File: src/rtl/intel_temp_seq_if.sv
// Avalon-MM slave bus for the temperature sequencer register file.
// The master modport drives requests; the slave modport returns read data one cycle later.
interface intel_temp_seq_if;
  logic [1:0]  avs_address;
  logic        avs_read;
  logic        avs_write;
  logic [31:0] avs_writedata;
  logic [31:0] avs_readdata;
  logic        avs_readdatavalid;

  modport slave (
    input  avs_address,
    input  avs_read,
    input  avs_write,
    input  avs_writedata,
    output avs_readdata,
    output avs_readdatavalid
  );

  modport master (
    output avs_address,
    output avs_read,
    output avs_write,
    output avs_writedata,
    input  avs_readdata,
    input  avs_readdatavalid
  );
endinterface

File: src/rtl/intel_temp_seq.sv
// Temperature sensing diode sequencer: periodic TSD conversions guarded by a timeout,
// windowed averaging, fan control with hysteresis and a 4-word Avalon-MM register file.
module intel_temp_seq #(
  parameter logic [31:0] PeriodCycles  = 32'd1_000_000,
  parameter logic [7:0]  ClrCycles     = 8'd4,
  parameter logic [31:0] TimeoutCycles = 32'd2_000_000,
  parameter int unsigned AvgLog2       = 3,
  parameter logic [6:0]  FanOnTemp     = 7'd70,
  parameter logic [6:0]  FanOffTemp    = 7'd60
) (
  input  logic                  clk,
  input  logic                  reset,
  input  logic [7:0]            tsdcalo,
  input  logic                  tsdcaldone,
  output logic                  tsd_clr,
  intel_temp_seq_if.slave       avs,
  output logic                  fan,
  output logic                  fan_n,
  output logic                  irq
);

  typedef enum logic [1:0] {StWait = 2'd0, StClr = 2'd1, StConv = 2'd2} state_e;

  localparam logic [1:0] RegStatus   = 2'd0;
  localparam logic [1:0] RegControl  = 2'd1;
  localparam logic [1:0] RegCounters = 2'd2;
  localparam logic [1:0] RegMaxTemp  = 2'd3;

  localparam logic [4:0] WinLast    = 5'((32'd1 << AvgLog2) - 32'd1);
  // TSD codes carry a +128 offset, so the 7-bit Celsius thresholds just gain a top bit.
  localparam logic [7:0] FanOnCode  = {1'b1, FanOnTemp};
  localparam logic [7:0] FanOffCode = {1'b1, FanOffTemp};

  state_e      state_q, state_d;
  logic [31:0] period_cnt_q, period_cnt_d;
  logic [7:0]  clr_cnt_q, clr_cnt_d;
  logic [31:0] tmo_cnt_q, tmo_cnt_d;

  logic [7:0]  last_q, last_d;
  logic [7:0]  avg_q, avg_d;
  logic        avg_valid_q, avg_valid_d;
  logic [7:0]  max_q, max_d;
  logic [11:0] acc_q, acc_d;
  logic [4:0]  win_cnt_q, win_cnt_d;
  logic [15:0] samples_q, samples_d;
  logic [15:0] timeouts_q, timeouts_d;
  logic        fan_state_q, fan_state_d;
  logic        alarm_q, alarm_d;
  logic        timeout_flag_q, timeout_flag_d;

  logic        enable_q, enable_d;
  logic        force_q, force_d;
  logic        sticky_q, sticky_d;
  logic        irq_en_q, irq_en_d;

  logic [31:0] rdata_q, rdata_d;
  logic        rvalid_q;

  logic        ctrl_wr, clr_wr, oneshot;
  logic        capture, timeout, period_done, clr_done;
  logic [11:0] sum, sum_shr;
  logic [7:0]  new_avg;
  logic [15:0] samples_base, timeouts_base;
  logic [7:0]  max_base;
  logic [1:0]  state_bits;
  logic        unused_bits;

  assign ctrl_wr     = avs.avs_write && (avs.avs_address == RegControl);
  assign clr_wr      = avs.avs_write && (avs.avs_address == RegMaxTemp);
  assign oneshot     = ctrl_wr && avs.avs_writedata[3];
  assign capture     = (state_q == StConv) && tsdcaldone;
  assign timeout     = (state_q == StConv) && !tsdcaldone &&
                       (tmo_cnt_q == TimeoutCycles - 32'd1);
  assign period_done = (period_cnt_q == PeriodCycles - 32'd1);
  assign clr_done    = (clr_cnt_q == ClrCycles - 8'd1);

  assign sum         = acc_q + {4'd0, tsdcalo};
  assign sum_shr     = sum >> AvgLog2;
  assign new_avg     = sum_shr[7:0];
  assign state_bits  = state_q;
  assign unused_bits = ^{avs.avs_writedata[31:5], sum_shr[11:8]};

  // FSM: state register
  always_ff @(posedge clk) begin
    if (reset) begin
      state_q <= StClr;
    end else begin
      state_q <= state_d;
    end
  end

  // FSM: next state
  always_comb begin
    state_d = state_q;
    case (state_q)
      StWait:  if (oneshot || (period_done && enable_q)) state_d = StClr;
      StClr:   if (clr_done) state_d = StConv;
      StConv:  if (capture || timeout) state_d = StWait;
      default: state_d = StWait;
    endcase
  end

  // FSM: outputs
  always_comb begin
    tsd_clr = (state_q == StClr);
  end

  assign fan   = fan_state_q | force_q;
  assign fan_n = ~fan;
  assign irq   = alarm_q & irq_en_q;

  // Phase counters restart whenever their phase is not active.
  always_comb begin
    period_cnt_d = '0;
    clr_cnt_d    = '0;
    tmo_cnt_d    = '0;
    if (state_q == StWait) begin
      period_cnt_d = period_done ? period_cnt_q : period_cnt_q + 32'd1;
    end
    if (state_q == StClr) begin
      clr_cnt_d = clr_cnt_q + 8'd1;
    end
    if (state_q == StConv) begin
      tmo_cnt_d = tmo_cnt_q + 32'd1;
    end
  end

  // Capture, averaging, fan and alarm. A MAXTEMP clear is applied first so a
  // capture or timeout in the same cycle builds on the cleared values.
  always_comb begin
    last_d         = last_q;
    avg_d          = avg_q;
    avg_valid_d    = avg_valid_q;
    acc_d          = acc_q;
    win_cnt_d      = win_cnt_q;
    fan_state_d    = fan_state_q;
    samples_base   = clr_wr ? 16'd0 : samples_q;
    timeouts_base  = clr_wr ? 16'd0 : timeouts_q;
    max_base       = clr_wr ? 8'd0 : max_q;
    samples_d      = samples_base;
    timeouts_d     = timeouts_base;
    max_d          = max_base;
    alarm_d        = clr_wr ? 1'b0 : alarm_q;
    timeout_flag_d = clr_wr ? 1'b0 : timeout_flag_q;

    if (capture) begin
      last_d    = tsdcalo;
      samples_d = (samples_base == 16'hFFFF) ? samples_base : samples_base + 16'd1;
      max_d     = (tsdcalo > max_base) ? tsdcalo : max_base;
      if (win_cnt_q == WinLast) begin
        avg_d       = new_avg;
        avg_valid_d = 1'b1;
        acc_d       = '0;
        win_cnt_d   = '0;
        if (new_avg >= FanOnCode) begin
          fan_state_d = 1'b1;
          if (!fan_state_q) alarm_d = 1'b1;
        end else if ((new_avg <= FanOffCode) && !sticky_q) begin
          fan_state_d = 1'b0;
        end
      end else begin
        acc_d     = sum;
        win_cnt_d = win_cnt_q + 5'd1;
      end
    end

    if (timeout) begin
      timeouts_d     = (timeouts_base == 16'hFFFF) ? timeouts_base : timeouts_base + 16'd1;
      timeout_flag_d = 1'b1;
      alarm_d        = 1'b1;
    end
  end

  always_comb begin
    enable_d = enable_q;
    force_d  = force_q;
    sticky_d = sticky_q;
    irq_en_d = irq_en_q;
    if (ctrl_wr) begin
      enable_d = avs.avs_writedata[0];
      force_d  = avs.avs_writedata[1];
      sticky_d = avs.avs_writedata[2];
      irq_en_d = avs.avs_writedata[4];
    end
  end

  always_comb begin
    rdata_d = '0;
    if (avs.avs_read) begin
      case (avs.avs_address)
        RegStatus:   rdata_d = {10'd0, state_bits, timeout_flag_q, alarm_q, fan, avg_valid_q,
                                avg_q, last_q};
        RegControl:  rdata_d = {27'd0, irq_en_q, 1'b0, sticky_q, force_q, enable_q};
        RegCounters: rdata_d = {timeouts_q, samples_q};
        RegMaxTemp:  rdata_d = {24'd0, max_q};
        default:     rdata_d = '0;
      endcase
    end
  end

  always_ff @(posedge clk) begin
    if (reset) begin
      period_cnt_q   <= '0;
      clr_cnt_q      <= '0;
      tmo_cnt_q      <= '0;
      last_q         <= '0;
      avg_q          <= '0;
      avg_valid_q    <= 1'b0;
      max_q          <= '0;
      acc_q          <= '0;
      win_cnt_q      <= '0;
      samples_q      <= '0;
      timeouts_q     <= '0;
      fan_state_q    <= 1'b0;
      alarm_q        <= 1'b0;
      timeout_flag_q <= 1'b0;
      enable_q       <= 1'b1;
      force_q        <= 1'b0;
      sticky_q       <= 1'b1;
      irq_en_q       <= 1'b0;
      rdata_q        <= '0;
      rvalid_q       <= 1'b0;
    end else begin
      period_cnt_q   <= period_cnt_d;
      clr_cnt_q      <= clr_cnt_d;
      tmo_cnt_q      <= tmo_cnt_d;
      last_q         <= last_d;
      avg_q          <= avg_d;
      avg_valid_q    <= avg_valid_d;
      max_q          <= max_d;
      acc_q          <= acc_d;
      win_cnt_q      <= win_cnt_d;
      samples_q      <= samples_d;
      timeouts_q     <= timeouts_d;
      fan_state_q    <= fan_state_d;
      alarm_q        <= alarm_d;
      timeout_flag_q <= timeout_flag_d;
      enable_q       <= enable_d;
      force_q        <= force_d;
      sticky_q       <= sticky_d;
      irq_en_q       <= irq_en_d;
      rdata_q        <= rdata_d;
      rvalid_q       <= avs.avs_read;
    end
  end

  assign avs.avs_readdata      = rdata_q;
  assign avs.avs_readdatavalid = rvalid_q;

endmodule

File: src/flat_wrapper.sv
// flat-port wrapper written by rule: the top's interface ports become plain ports
module intel_temp_seq_flat 
#(
  parameter logic [31:0] PeriodCycles  = 32'd1_000_000,
  parameter logic [7:0]  ClrCycles     = 8'd4,
  parameter logic [31:0] TimeoutCycles = 32'd2_000_000,
  parameter int unsigned AvgLog2       = 3,
  parameter logic [6:0]  FanOnTemp     = 7'd70,
  parameter logic [6:0]  FanOffTemp    = 7'd60
)
  (clk, reset, tsdcalo, tsdcaldone, tsd_clr, fan, fan_n, irq, avs_avs_address, avs_avs_read, avs_avs_write, avs_avs_writedata, avs_avs_readdata, avs_avs_readdatavalid);
  intel_temp_seq_if avs_i ();
  input  logic clk;
  input  logic reset;
  input  logic [7:0] tsdcalo;
  input  logic tsdcaldone;
  output logic tsd_clr;
  output logic fan;
  output logic fan_n;
  output logic irq;
  input wire logic [$bits(avs_i.avs_address)-1:0] avs_avs_address;
  input wire logic [$bits(avs_i.avs_read)-1:0] avs_avs_read;
  input wire logic [$bits(avs_i.avs_write)-1:0] avs_avs_write;
  input wire logic [$bits(avs_i.avs_writedata)-1:0] avs_avs_writedata;
  output wire logic [$bits(avs_i.avs_readdata)-1:0] avs_avs_readdata;
  output wire logic [$bits(avs_i.avs_readdatavalid)-1:0] avs_avs_readdatavalid;
  assign avs_i.avs_address = avs_avs_address;
  assign avs_i.avs_read = avs_avs_read;
  assign avs_i.avs_write = avs_avs_write;
  assign avs_i.avs_writedata = avs_avs_writedata;
  assign avs_avs_readdata = avs_i.avs_readdata;
  assign avs_avs_readdatavalid = avs_i.avs_readdatavalid;
  intel_temp_seq #(.PeriodCycles(PeriodCycles), .ClrCycles(ClrCycles), .TimeoutCycles(TimeoutCycles), .AvgLog2(AvgLog2), .FanOnTemp(FanOnTemp), .FanOffTemp(FanOffTemp)) u_core (.clk(clk), .reset(reset), .tsdcalo(tsdcalo), .tsdcaldone(tsdcaldone), .tsd_clr(tsd_clr), .avs(avs_i), .fan(fan), .fan_n(fan_n), .irq(irq));
endmodule
File: config.mk
export PLATFORM = sky130hd
export DESIGN_NAME = intel_temp_seq_flat
export DESIGN_NICKNAME = d
export VERILOG_FILES = /design/src/rtl/intel_temp_seq_if.sv /design/src/rtl/intel_temp_seq.sv /design/src/flat_wrapper.sv
export SDC_FILE = /design/constraint.sdc
export NUM_CORES = 1
export LEC_CHECK = 0
export BUFFER_PORTS_ARGS = -buffer_cell sky130_fd_sc_hd__buf_2
export CORE_MARGIN = 2
export CORE_UTILIZATION = 53
export DETAILED_ROUTE_END_ITERATION = 16
export GPL_ROUTABILITY_DRIVEN = 0
export PLACE_DENSITY = 0.8
export SETUP_SLACK_MARGIN = 0.15
export SLEW_MARGIN = 10
export SYNTH_ARGS = -nofsm -noshare
export SYNTH_HDL_FRONTEND = slang
export SYNTH_SLANG_ARGS = --single-unit
File: constraint.sdc
create_clock -name clk -period 2.9 [get_ports clk]
set_clock_uncertainty 0.2 [all_clocks]
set_input_delay 0 -clock clk [delete_from_list [all_inputs] [get_ports clk]]
set_output_delay 0 -clock clk [all_outputs]
set_load 0.01 [all_outputs]
# --- Word-level counts from Yosys, hierarchy flattened ---
# Index checks and enable logic that the tools add are counted.
classes:
  eq_ne: 14
  add_sub_neg: 7
  bitwise: 7
  n_mux: 26
  n_reduce_logical: 23
  n_lt_le_gt_ge: 3
op_table:
  columns: ["cell", "n"]
  rows:
  - ["case mux 32 bit (4 select lines)", 1]
  - ["2-to-1 mux 16 bit", 6]
  - ["adder 32 x 1 -> 32 bit (second input constant)", 2]
  - ["adder 16 x 1 -> 16 bit (second input constant)", 2]
  - ["== test 16 bit (second input constant)", 2]
  - ["== test 32 x 20 -> 1 bit (second input constant)", 1]
  - ["== test 32 x 21 -> 1 bit (second input constant)", 1]
  - ["2-to-1 mux 8 bit", 3]
  - ["adder 12 x 8 -> 12 bit", 1]
  - ["2-to-1 mux 12 bit", 1]
  - ["2-to-1 mux 1 bit", 10]
  - ["adder 8 x 1 -> 8 bit (second input constant)", 1]
  - ["== test 8 x 2 -> 1 bit (second input constant)", 1]
  - [">= comparator 8 bit (second input constant)", 1]
  - ["> comparator 8 bit", 1]
  - ["less-or-equal comparator 8 bit (second input constant)", 1]
  - ["logical AND 1 bit", 8]
  - ["OR reduction 2 bit", 4]
  - ["== test 2 bit (second input constant)", 3]
  - ["2-to-1 mux 2 bit", 3]
  - ["inequality test 2 x 1 -> 1 bit (second input constant)", 3]
  - ["case mux 2 bit (3 select lines)", 1]
  - ["AND reduction 3 bit", 2]
  - ["adder 5 x 1 -> 5 bit (second input constant)", 1]
  - ["other kinds (11)", 20]
word_totals:
  elab_cells: 101
  register_bits: 188
  in_bits: 47
  out_inout_bits: 37

# --- Longest topological paths before layout ---
depth:
  ltp_word: 8
  depth_mapped: 14
  ltp_nobuf: 10

# --- Worst setup path before layout ---
# OpenSTA, ideal clock, no wires.
synth_timing:
  path_type: "input port to flip-flop"
  from: "input port avs_avs_address[1]"
  to: "register u_core.max_q[0]"
  path_buffers: 4
  t_required_ns: 2.572
  stages: 14
  path_slack_ns: 0.231
  arrival_time_ns: 2.342
  setup_ns: 0.128
  path_cell_list: "buf_4 > nand3_2 > clkbuf_1 > clkbuf_1 > nand2_1 > ha_1 > nor2b_1 > o21a_1 > o21a_1 > o21ai_0 > a221oi_1 > buf_2 > mux2i_1 > nor2_1"
synth_between:
  elab_chain_len: 6
synth_rtl:
  columns: ["item", "line", "source"]
  rows:
  - ["start, declared", "flat_wrapper.sv:21", "input wire logic [$bits(avs_i.avs_address)-1:0] avs_avs_address;"]
  - ["== test 2 bit (*)", "intel_temp_seq.sv:69", "assign clr_wr = avs.avs_write && (avs.avs_address == RegMaxTemp);"]
  - ["logical AND 1 bit (*)", "intel_temp_seq.sv:69", null]
  - ["2-to-1 mux 8 bit (*)", "intel_temp_seq.sv:139", "max_base = clr_wr ? 8'd0 : max_q;"]
  - ["> comparator 8 bit", "intel_temp_seq.sv:149", "max_d = (tsdcalo > max_base) ? tsdcalo : max_base;"]
  - ["2-to-1 mux 8 bit", "intel_temp_seq.sv:149", null]
  - ["2-to-1 mux 8 bit (*)", "intel_temp_seq.sv:146", "if (capture) begin"]
  - ["end signal, assigned", "intel_temp_seq.sv:230", "max_q <= max_d;"]
  - ["end, declared", "intel_temp_seq.sv:42", "logic [7:0] max_q, max_d;"]
# Mark *: on every way between the ends. The rest lies on a longest branch, timed or not.
# A chain may end at the register's enable or synchronous reset.

# --- Worst setup path in the final report ---
layout_timing:
  from: "register u_core.acc_q[0]"
  to: "register u_core.alarm_q"
layout_between:
  elab_chain_len: 6
layout_rtl:
  columns: ["item", "line", "source"]
  rows:
  - ["start, declared", "intel_temp_seq.sv:43", "logic [11:0] acc_q, acc_d;"]
  - ["start signal, assigned", "intel_temp_seq.sv:210", "acc_q <= '0;"]
  - ["start signal, assigned", "intel_temp_seq.sv:231", "acc_q <= acc_d;"]
  - ["adder 12 x 8 -> 12 bit", "intel_temp_seq.sv:77", "assign sum = acc_q + {4'd0, tsdcalo};"]
  - [">= comparator 8 bit", "intel_temp_seq.sv:155", "if (new_avg >= FanOnCode) begin"]
  - ["2-to-1 mux 1 bit", "intel_temp_seq.sv:155", null]
  - ["2-to-1 mux 1 bit", "intel_temp_seq.sv:150", "if (win_cnt_q == WinLast) begin"]
  - ["2-to-1 mux 1 bit", "intel_temp_seq.sv:146", null]
  - ["2-to-1 mux 1 bit", "intel_temp_seq.sv:167", "if (timeout) begin"]
  - ["end signal, assigned", "intel_temp_seq.sv:236", "alarm_q <= alarm_d;"]
  - ["end, declared", "intel_temp_seq.sv:48", "logic alarm_q, alarm_d;"]
# Every way passes these cells.

==> out/qor.yml <==
floorplan:
  ios: 84
  row_count: 45
  core_area_mm2: 0.0153
  die_w_um: 130
  start_util_pct: 54.6
  dieHeight_um: 130
  die_area_mm2: 0.0168
clock_network:
  cts_num_sinks: 187
  htreeDepth: 4
  cts_root_buffer: "clkbuf_16"
  clk_latency_ns: 0.43
  clkTransAtPathRegs_ns: 0.07
  cts_inserted_buffers: 17
  tritoncts: "built"
  cts.path.max_buffers: 2
detailed_routing:
  routed.top_layer: "met4"
  wl_met2_um: 8970
  wl_um: 18600
  dr_wl_met3_um: 878
  antenna_left: 0
  vias_per_cell: 5.56
  dr.pass1.iters: 5
  vias: 6936
  drc: 0
  drt-initial-drc-count: 520
  wl_per_cell_um: 14.9
  drt-met1-wl_um: 8450
outcome:
  status: "finished, final reports clean"
synth:
  synth-xor-area-share_pct: 9.96
  ys_warn_count: 0
  syn_nets: 1019
  synth_cell_types: 54
  synth_fa_ha_area_share_pct: 3.53
  yosys_most_used_dff: "dfxtp_1"
  syn_inst: 949
  synth_mux_area_share_pct: 4.01
  synth_compound_area_share_pct: 7.91
  synth_top_family_by_area: "simple AND/OR/NAND/NOR gates"
  syn_area_mm2: 0.00836
  ys_ff_latch: 187
  yosysSeqAreaShare_pct: 44.8
  async_flop_share_pct: 0
  synthSimpleGateAreaFrac_pct: 27.3
  synth.avg_cell_area_um2: 8.80
  synth_edf_count: 0
layout:
  stdcell_count: 1248
  syn_to_final_growth_pct: 17.4
  layout-drive-gt1-share_pct: 13.3
  layout.nets: 1095
  n_antenna_cell: 0
  fillCellCount: 1260
pwr:
  pwr-share-clk_pct: 46.8
  swShare_pct: 21.7
  power.density_mw_per_mm2: 568
  p_comb_share_pct: 5.8
  switchingPower_mw: 1.21
  cellLeakagePower_nw: 3.73
  cell_internal_pwr_mw: 4.36
  seqPwrFrac_pct: 47.4
  vdd_drop_max_mv: 0.455
global_route:
  grt_max_degree: 36
  antenna_found_initial: 0
  grt_pass1_vias: 6479
  grt_pass1_wl_um: 30500
  gr-usage-all-layers_pct: 22.6
  overflow: 0
timing:
  relSlewSlack_pct: 48.9
  tns_ns: 0
  slew_viol_final: 0
  period_minus_slack_ns: 2.60
  period_share_pct: 89.6
  fmax_mhz: 385
  grt_setup_unrepaired: "no"
  finalHoldViolCount: 0
  tightest_slew_ns: 0.767
  setup_viol: 0
placed_design:
  detailed_place_hpwl_um: 12400
  io_buffers: 56
  placed_cells: 1195
hold_path:
  hold_path.startpoint: "avs_avs_address[0]"
  min_path_cells: 5
  hold_path.class: "input pin to flop"
worst_setup_path:
  setup.worst_path.start_class: "flop"
  cpMaxStageDelayCell: "a221oi_4"
  crit_fanout: 3
  crit_type: "flop to flop"
  worst_setup_path_end_kind: "flop"
  startpoint: "u_core.acc_q[0]"
  r2r_start: "u_core.acc_q[0]"
  crit_family: "compound AO/OA/AOI/OAI gates"
  critPathArrivalTime_ns: 2.74
  slowest_delay_ns: 0.36
  path_cells: "ha_2 > fa_2 > a21o_1 > a221oi_4 > a21oi_2 > xnor2_2 > a311o_1 > o31ai_1"
  cp.depth: 8
  crit_required_ns: 3.05
  reg2reg_depth: 8
  cp_num_buf_inv: 0
run:
  drv_cap: 0
==> path summary, 6_finish.rpt <==
path	end	slack [ns]
hold / removal	u_core.avs.avs_readdata[5]	0.04
setup reg to reg	u_core.alarm_q	0.30
hold reg to reg	u_core.tmo_cnt_q[0]	0.25
setup / recovery	u_core.alarm_q	0.30
==> worst min-delay path: cells and delay by family <==
family,cells,cell delay [ns]
buffers and inverters,2,0.31
multiplexers,1,0.19
AND/OR/NAND/NOR,1,0.08
AO/OA/AOI/OAI,1,0.06
==> registers in the layout, indices dropped and copies added (netlist names), 2 cells and up <==
| name | flops |
|---|---|
| u_core.acc_q | 11 |
| u_core.avg_q | 8 |
| u_core.avs.avs_readdata | 32 |
| u_core.clr_cnt_q | 8 |
| u_core.last_q | 8 |
| u_core.max_q | 8 |
| u_core.period_cnt_q | 32 |
| u_core.samples_q | 16 |
| u_core.state_bits | 2 |
| u_core.timeouts_q | 16 |
| u_core.tmo_cnt_q | 32 |
| u_core.win_cnt_q | 5 |
==> power by group through the flow <==
| stage | registers (mW) | logic, mW | clock network, mW |
|---|---|---|---|
| floorplan | 2.68 | 0.206 | 0 |
| global placement | 2.69 | 0.288 | 0 |
| detailed placement | 2.69 | 0.295 | 0 |
| CTS | 2.64 | 0.319 | 2.64 |
| global route | 2.64 | 0.359 | 2.73 |
| finish | 2.64 | 0.324 | 2.61 |
==> layout make-up <==
type                    instances  area (um^2)  area share (%)
flip-flops and latches        187         3740            38.2
clock inverters                12          220            2.25
inverters                      12         45.0           0.459
repair buffers                 97          643            6.56
well taps                     211          264            2.69
multi-input cells             710         4450            45.4
clock buffers                  19          443            4.52
==> synthesized netlist by cell type (3+ instances only) <==
cell type	instances	share of area, %
a211oi_1	5	0.45
a21o_1	7	0.63
a21oi_1	46	2.8
a22oi_1	15	1.3
and2_1	17	1.3
and3_1	35	2.6
and4_1	10	1.0
buf_1	3	0.13
buf_2	3	0.18
clkbuf_1	32	1.4
dfxtp_1	187	45
ha_1	22	3.3
inv_1	12	0.54
mux2_2	4	0.54
mux2i_1	20	2.4
mux4_2	4	1.1
nand2_1	93	4.2
nand2b_1	5	0.37
nand3_1	40	2.4
nand3b_1	4	0.36
nand4_1	25	1.9
nor2_1	156	7.0
nor2b_1	9	0.67
nor3_1	16	0.96
nor4_1	9	0.67
nor4b_1	3	0.31
o21a_1	4	0.36
o21ai_0	17	1.0
or2_2	9	0.67
or3_1	12	0.90
xnor2_1	34	3.6
xor2_1	61	6.4
==> cells in the final DEF (no fill, tap or decap), types with 15 or more instances in the layout <==
cell	n
buf_4	19
dlygate4sd3_1	22
nor2_1	156
nand2_1	93
a22oi_1	15
dfxtp_1	187
nand4_1	25
clkbuf_16	17
and2_1	17
xnor2_1	32
buf_2	56
nor3_1	16
nand3_1	40
and3_1	35
mux2i_1	20
ha_1	21
xor2_1	61
o21ai_0	17
a21oi_1	44
==> through the flow <==
stage               util [%]  cell area (um^2)  worst slack [ns]  hold slack [ns]  power, mW
detailed placement      58.0              8880            0.0518           0.0119       2.99
global placement        58.0              8880             0.155          0.00934       2.98
CTS                     63.8              9760             0.193           0.0185       5.59
global route            64.0              9810             0.177           0.0761       5.73
finish                  64.0              9810             0.303           0.0351       5.57
floorplan                  -              8360             0.231          -0.0822       2.89
==> layer usage <==
layer  vias to the layer above  track usage [%]
li1                       3423                -
met1                      3323             29.2
met2                       166             38.3
met3                        24             4.29
met4                         0             7.02
met5                         -                0
==> timing repair <==
item                       4_1_cts  5_1_grt
gates resized for setup          0        8
hold buffers                    22        0
hold endpoints to repair        62        0
setup buffers                    0        0
setup endpoints to repair        0        7
==> kinds of logic after synthesis <==
logic type                 after synthesis
AOI/OAI and AO/OA                      107
xor gates and xnor gates                95
adders and majority gates               23
buffers and inverters                   52
DFF                                    187
muxes                                   28
and+or+nand+nor                        457
Note: power is estimated with default switching activity, not from simulation.
